## src/rtl/piso_tx.sv

```systemverilog
// rtl/piso_tx.sv - parallel-in serial-out transmitter with back-to-back framing
//
// Ports:
//   clk         sole clock, rising edge
//   rst         synchronous active-high reset
//   load_valid  parallel word offered on pdata
//   pdata       parallel word, sampled only on acceptance
//   load_ready  a word can be accepted this cycle (state/cnt only)
//   sout        serial data bit, registered
//   sout_valid  sout carries a frame bit, registered
//   sout_last   sout carries the final bit of the frame, registered
//   busy        frame in progress
module piso_tx #(
    parameter int WIDTH     = 4,
    parameter int MSB_FIRST = 1
) (
    input  logic             clk,
    input  logic             rst,
    input  logic             load_valid,
    input  logic [WIDTH-1:0] pdata,
    output logic             load_ready,
    output logic             sout,
    output logic             sout_valid,
    output logic             sout_last,
    output logic             busy
);

    localparam int CW = $clog2(WIDTH);
    localparam logic [CW-1:0] LAST_IDX = CW'(WIDTH - 1);

    typedef enum logic {
        IDLE  = 1'b0,
        SHIFT = 1'b1
    } state_t;

    state_t           state_q, state_d;
    logic [CW-1:0]    cnt_q, cnt_d;
    logic [WIDTH-1:0] shreg_q, shreg_d;
    logic             sout_q, sout_d;
    logic             sout_valid_q, sout_valid_d;
    logic             sout_last_q, sout_last_d;

    logic at_last;
    logic accept;
    logic first_bit;
    logic next_bit;

    // cnt indexes the bit currently presented on sout.
    assign at_last    = (state_q == SHIFT) && (cnt_q == LAST_IDX);
    assign load_ready = (state_q == IDLE) || at_last;
    assign accept     = load_valid && load_ready;

    // shreg keeps the word aligned so that the bit on sout sits at the
    // transmit end; the following bit is therefore one position inward.
    assign first_bit = (MSB_FIRST != 0) ? pdata[WIDTH-1]   : pdata[0];
    assign next_bit  = (MSB_FIRST != 0) ? shreg_q[WIDTH-2] : shreg_q[1];

    always_comb begin
        state_d      = state_q;
        cnt_d        = cnt_q;
        shreg_d      = shreg_q;
        sout_d       = sout_q;
        sout_valid_d = sout_valid_q;
        sout_last_d  = sout_last_q;

        if (accept) begin
            // Covers both IDLE start and the zero-gap reload on the last bit.
            state_d      = SHIFT;
            cnt_d        = '0;
            shreg_d      = pdata;
            sout_d       = first_bit;
            sout_valid_d = 1'b1;
            sout_last_d  = 1'b0;
        end else if (state_q == SHIFT && !at_last) begin
            cnt_d        = cnt_q + CW'(1);
            shreg_d      = (MSB_FIRST != 0) ? (shreg_q << 1) : (shreg_q >> 1);
            sout_d       = next_bit;
            sout_valid_d = 1'b1;
            sout_last_d  = ((cnt_q + CW'(1)) == LAST_IDX);
        end else begin
            state_d      = IDLE;
            cnt_d        = '0;
            sout_d       = 1'b0;
            sout_valid_d = 1'b0;
            sout_last_d  = 1'b0;
        end
    end

    always_ff @(posedge clk) begin
        if (rst) begin
            state_q      <= IDLE;
            cnt_q        <= '0;
            shreg_q      <= '0;
            sout_q       <= 1'b0;
            sout_valid_q <= 1'b0;
            sout_last_q  <= 1'b0;
        end else begin
            state_q      <= state_d;
            cnt_q        <= cnt_d;
            shreg_q      <= shreg_d;
            sout_q       <= sout_d;
            sout_valid_q <= sout_valid_d;
            sout_last_q  <= sout_last_d;
        end
    end

    assign sout       = sout_q;
    assign sout_valid = sout_valid_q;
    assign sout_last  = sout_last_q;
    assign busy       = (state_q == SHIFT);

endmodule

```

## config.mk

```make
export PLATFORM = sky130hd
export DESIGN_NAME = piso_tx
export DESIGN_NICKNAME = d
export VERILOG_FILES = /design/src/rtl/piso_tx.sv
export SDC_FILE = /design/constraint.sdc
export NUM_CORES = 1
export LEC_CHECK = 0
export CAP_MARGIN = 0
export CORE_AREA = 2 2 39 41
export CTS_CLUSTER_DIAMETER = 40
export DETAILED_ROUTE_END_ITERATION = 16
export DIE_AREA = 0 0 41 43
export HOLD_SLACK_MARGIN = 0.1
export SYNTH_ARGS = -nofsm -noshare
export SYNTH_HDL_FRONTEND = slang
export SYNTH_SLANG_ARGS = --single-unit
```

## constraint.sdc

```tcl
create_clock -name clk -period 1.3 [get_ports clk]
set_input_delay 0.26 -clock clk [delete_from_list [all_inputs] [get_ports clk]]
set_output_delay 0.26 -clock clk [all_outputs]
set_load 0.02 [all_outputs]
```

==> metrics.yaml, run 1 <==
status: "complete, but fails checks"
violations: "setup timing"
cp_data_required_time_ns: 1.04
min_period_over_period_pct: 100.4
ctsHoldBuffers: 0
worst_pin_slew_ns: 0.4027
critPathLaunch: "cnt_q[1]"
rrSetupSlack_ns: 0.07
cts_sinks: 9
crit_path_end: "load_ready"
path_delay_family: "flip-flops"
drt_iter0_drc: 2
dp_slack_ns: -0.1817
hold_viol: 0
routed_wl_um: 674
setup_viol: 1
p_int_uw: 466.9
dp_hpwl_um: 489
synth_edf_count: 0
critPathKind: "reg2out"
yosys.area.top_type: "dfxtp_1"
max_stage_delay_ns: 0.34
ys_types: 15
netlist_area_um2: 356.6
worst_r2r_path_depth: 7
layout_setup_ws_ns: -0.005160
synth.top_cell.area_share_pct: 50.53
initial_utilization_pct: 25.77
clockBufferDepth: 2
synthToLayoutAreaGrowth_pct: 56.49
htree_levels: 1
skew_ns: 0.001269
globalplace.congestion: 0.6279
vdd_drop_max_uv: 570.8
drv_slew: 0
leakagePower_uw: 0.0002402
grt_max_degree: 10
die_x_um: 41
first_pass_iters: 2
p_clk_share_pct: 34.7
grt_pass1_wl_um: 1131
syn_nets: 42
final_util_pct: 40.33
final_cells: 67
period_needed_ns: 1.305
coreArea_mm2: 0.001384
synthArstFlopShare_pct: 0
cp_num_cells: 4
hold_class: "reg2reg"
ys_seq_elements: 9
p_comb_share_pct: 16.9
clk_latency_ns: 0.25
p_switching_uw: 153.4
cp_slowest_cell: "dfxtp_2"
dieHeight_um: 43
routed_via_density: 4.328
synth_ff_type: "dfxtp_1"
yosysWarnings: 0
switching_share_pct: 24.73
synth_cells: 33
synth_area_leaders: "dfxtp_1 (51%), mux2i_1 (8.4%), a211oi_2 (7.0%), ha_1 (7.0%), nor2_1 (5.3%)"
seqPwrFrac_pct: 48.4
critical_path.cell_chain: "ha_4 -> nor2b_4 -> inv_4 -> buf_6"
drcViolationCount: 0
total_power_uw: 620.3
wl_per_cell_um: 10.06
ys_top_cells_by_count: "dfxtp_1 (9), nor2_1 (5), mux2i_1 (3), nor3_1 (3)"
synth_seq_area_share_pct: 50.53
drive_gt1_share_pct: 39.22
grt_overflow: 0
worst_setup_path_start_kind: "flip-flop"
crit_buf_inv: 2
dp.cells: 62
rsz0062_at_grt: "yes"
relSlewSlack_pct: 73.07
cp_max_fo: 2
vias: 290
antenna_cells: 0
num-nets-final: 61
row_count: 14
cap_violations: 0
grt.total_usage_pct: 9.869
timing.rr.end: "sout"
r2r_start: "cnt_q[1]"
synth.avg_cell_area_um2: 10.81
cp-end-kind: "output port"
p_per_area_mw_per_mm2: 1111
cts_tree: "done"
ioPinCount: 12
clkTransAtPathRegs_ns: 0.06
die_area_mm2: 0.001763
antenna_found_initial: 0
clockRootBuffer: "clkbuf_4"
grt_pass1_vias: 281
yosysMostFrequentCell: "dfxtp_1"
ant_nets: 0
critical_path_arrival_ns: 1.05
cts_buffers: 3
setup-tns-final_ns: -0.005160
numPortBuffers: 11
fmax_ghz: 0.7662
## state kept, by name, summed over array words and instances (netlist names)
signal,count
sout,1
shreg_q,3
sout_valid,1
cnt_q,2
sout_last,1
busy,1
## kinds of logic after synthesis
logic type	count (synthesis)	synth area share, %
buffers and inverters	4	6.315
muxes	3	8.421
and+or+nand+nor	12	19.29
AOI/OAI and AO/OA	3	8.419
DFF	9	50.53
adders and majority gates	2	7.016
## routing by layer
layer	vias up	global-route usage, %	part of all wire [%]
li1	147	-	-
met1	131	12.01	43
met2	10	13.13	49
met3	2	3.665	7.0
met4	0	8.000	1.2
met5	-	0	0
## how the worst min path moves through the flow
| stage | startpoint | to | slack (ns) | cells after the start |
|---|---|---|---|---|
| finish | shreg_q[2] | sout | 0.47 | 2 |
| global route | shreg_q[2] | sout | 0.49 | 2 |
| CTS | shreg_q[2] | sout | 0.47 | 2 |
| detailed placement | shreg_q[2] | sout | 0.46 | 2 |
| global placement | shreg_q[2] | sout | 0.44 | 2 |
| floorplan | pdata[3] | sout | 0.42 | 2 |
## power groups by stage
stage	registers (uW)	logic, uW	clock network, uW
after floorplan	311	47.1	0
after global placement	303	103	0
after detailed placement	305	103	0
after CTS	300	100	224
after global routing	302	116	234
final	300	105	215
## stage by stage
step / area (um^2) / hold WS (ns)
final: 558.0 / 0.4663
after global placement: 504.2 / 0.4426
after floorplan: 356.6 / 0.4244
after CTS: 541.8 / 0.4686
after global routing: 558.0 / 0.4910
after detailed placement: 504.2 / 0.4581
## timing repair
| item | CTS | global route |
|---|---|---|
| setup buffers | 0 | 1 |
| setup endpoints to repair | 5 | 1 |
| pin swaps | 0 | 1 |
| gates resized for setup | 14 | 3 |
## final cells by class
cell class / count / area, um^2
repair buffers: 16 / 143.9
flip-flops and latches: 9 / 182.7
multi-input cells: 20 / 175.2
inverters: 2 / 10.01
fillers: 142 / 825.8
well taps: 16 / 20.02
clock buffers: 4 / 26.28
## cells in the final DEF (no fill, tap or decap), types with 3 or more instances in the layout
master	instances
buf_4	5
mux2i_1	3
nor3_1	3
dfxtp_1	7
clkdlybuf4s50_1	6
dlygate4sd2_1	4
clkbuf_4	3
nor2_1	3
## worst reg2reg max path, cell delays in order (launching register included)
cell     delay (ns)
dfxtp_2        0.34
ha_4           0.16
nor2b_4        0.13
inv_4          0.04
buf_4          0.12
buf_4          0.16
nand3_1        0.10
a21oi_2        0.06
(Power assumes the default switching activity.)
==> inputs of run 2 (changes only) <==
CORE_AREA = 4 4 41 43   (was 2 2 39 41)
DIE_AREA = 0 0 45 47   (was 0 0 41 43)
DONT_BUFFER_PORTS = 1   (was default)
==> run 2 against run 1 <==
Clock skew rose by 0.0046 ns. Clock power barely moved. Combinational power decreased by 37%. Highest routed layer unchanged. First-iteration DRC count did not move. Worst hold slack lost 0.33 ns. Final area fell by 23%. Critical path type unchanged. The flow now finishes without violations. Utilization decreased by 7.2 points. Fmax up 2.4%.
==> metrics.yaml, run 2 (synthesized netlist as in run 1, its figures left out) <==
status: "finished clean"  # was complete, but fails checks
grt_pass1_vias: 259  # was 281
routed_wl_um: 719  # was 674 um
dp.cells: 47  # was 62
clockBufferDepth: 2  # unchanged
num-nets-final: 50  # was 61
drt_iter0_drc: 2  # unchanged
grt_max_degree: 10  # unchanged
worst_setup_path_start_kind: "flip-flop"  # unchanged
antenna_found_initial: 0  # unchanged
dp_hpwl_um: 454.3  # was 489 um
numPortBuffers: 0  # was 11
grt_pass1_wl_um: 1228  # was 1131 um
largestRegisters: "shreg_q x3, cnt_q x2"  # unchanged
htree_levels: 1  # unchanged
final_cell_mix: "dfxtp_1 (8), nor2_1 (5)"  # was dfxtp_1 (7), clkdlybuf4s50_1 (6), buf_4 (5), dlygate4sd2_1 (4)
relSlewSlack_pct: 72.75  # was 73.07%
ant_nets: 0  # unchanged
cp_data_required_time_ns: 1.04  # about the same
drcViolationCount: 0  # unchanged
row_count: 13  # was 14
regMostFlops: "shreg_q"  # unchanged
drv_slew: 0  # unchanged
grt_overflow: 0  # unchanged
synthToLayoutAreaGrowth_pct: 21.05  # was 56.49%
antenna_cells: 0  # unchanged
clk_latency_ns: 0.26  # was 0.25 ns
die_area_mm2: 0.002115  # was 0.001763 mm^2
dieHeight_um: 47  # was 43 um
vias: 246  # was 290
globalplace.congestion: 0.6675  # was 0.6279
total_power_uw: 588.1  # was 620.3 uW
hold-worst-slack_ns: 0.1371  # was 0.4663 ns
cts_buffers: 3  # unchanged
largest_reg_flops: 3  # unchanged
initial_utilization_pct: 27.40  # was 25.77%
wl_per_cell_um: 13.07  # was 10.06 um
cts_sinks: 9  # unchanged
ioPinCount: 12  # unchanged
setup_viol: 0  # was 1
hold_viol: 0  # unchanged
first_pass_iters: 4  # was 2
critPathKind: "reg2out"  # unchanged
fillers: 143  # was 142
coreArea_mm2: 0.001301  # was 0.001384 mm^2
p_per_area_mw_per_mm2: 1362  # was 1111 mW/mm^2
skew_ns: 0.005869  # was 0.001269 ns
worst_pin_slew_ns: 0.4074  # was 0.4027 ns
period_needed_ns: 1.274  # was 1.305 ns
place_area_um2: 370.4  # was 504.2 um^2
clkTransAtPathRegs_ns: 0.06  # about the same
critical_path_arrival_ns: 1.01  # was 1.05 ns
cap_violations: 0  # unchanged
design_area_um2: 431.7  # was 558.0 um^2
routed_via_density: 4.473  # was 4.328
hold_class: "in2reg"  # was reg2reg
drive_gt1_share_pct: 35.00  # was 39.22%
setup-tns-final_ns: 0  # was -0.005160 ns
die_x_um: 45  # was 41 um
rsz0062_at_grt: "yes"  # unchanged
leakagePower_uw: 0.0001800  # was 0.0002402 uW
cp-end-kind: "output port"  # unchanged
final_cells: 55  # was 67
vdd_drop_max_uv: 378.4  # was 570.8 uV
grt.total_usage_pct: 8.775  # was 9.869%
final_common_cell: "dfxtp_1"  # unchanged
clockRootBuffer: "clkbuf_4"  # unchanged
cp_max_fo: 5  # was 2
fmax_ghz: 0.7848  # was 0.7662 GHz
min_period_over_period_pct: 98.02  # was 100.4%
cts_tree: "done"  # unchanged
==> run 2: cell types whose count changed in the layout (fill, tap and decap cells not counted), moves of 2 or more <==
cell | before | now
clkdlybuf4s50_1 | 6 | 0
buf_4 | 5 | 3
dlygate4sd2_1 | 4 | 0
nor2_2 | 2 | 0
nor2_1 | 3 | 5
==> run 2: what timing repair did <==
action,4_1_cts,5_1_grt
resized for setup,2,1
endpoints found under the hold margin,9,0
setup buffers,2,0
hold buffers,1,0
gates cloned,1,0
endpoints found under the setup margin,1,1
==> run 2: metrics by stage <==
stage               worst slack [ns]  util, %
floorplan                     0.2472        -
global placement              0.1730    28.46
detailed placement            0.1516    28.46
CTS                          0.01021    33.08
global route               -0.007869    33.17
finish                       0.02572    33.17
==> run 2: metal layers <==
layer / wire length (um) / global-route usage [%]
met1: 280 / 9.112
met5: 0 / 0
met2: 333 / 11.86
met3: 86 / 4.215
met4: 18 / 10.53
==> run 2: critical path, stage by stage (launching register included) <==
cell,delay (ns)
dfxtp_2,0.33
ha_2,0.19
nor2b_4,0.16
inv_6,0.07
==> run 2: worst paths after layout <==
path	from	to	slack (ns)	cells after the start
setup / recovery	cnt_q[0]	load_ready	0.03	3
hold / removal	load_valid	busy	0.14	2
hold reg to reg	cnt_q[0]	cnt_q[0]	0.43	1
setup reg to reg	cnt_q[0]	sout	0.15	6
==> run 2: power by group <==
group          internal [uW]  switching, uW  total [uW]  leakage [uW]
Clock                    118           99.3         218     0.0000150
Sequential               292           12.7         304     0.0000745
Combinational           29.9           36.3        66.1     0.0000905
==> run 2: area by class of cell <==
type / instances / area [um^2] / share of cell area, %
tap: 15 / 18.77 / 4.348
clock buffer: 4 / 26.28 / 6.087
timing repair buffer: 4 / 32.53 / 7.536
multi-input combinational: 20 / 156.4 / 36.23
timing repair inverter: 1 / 3.754 / 0.8696
inverter: 2 / 12.51 / 2.899
sequential: 9 / 181.4 / 42.03
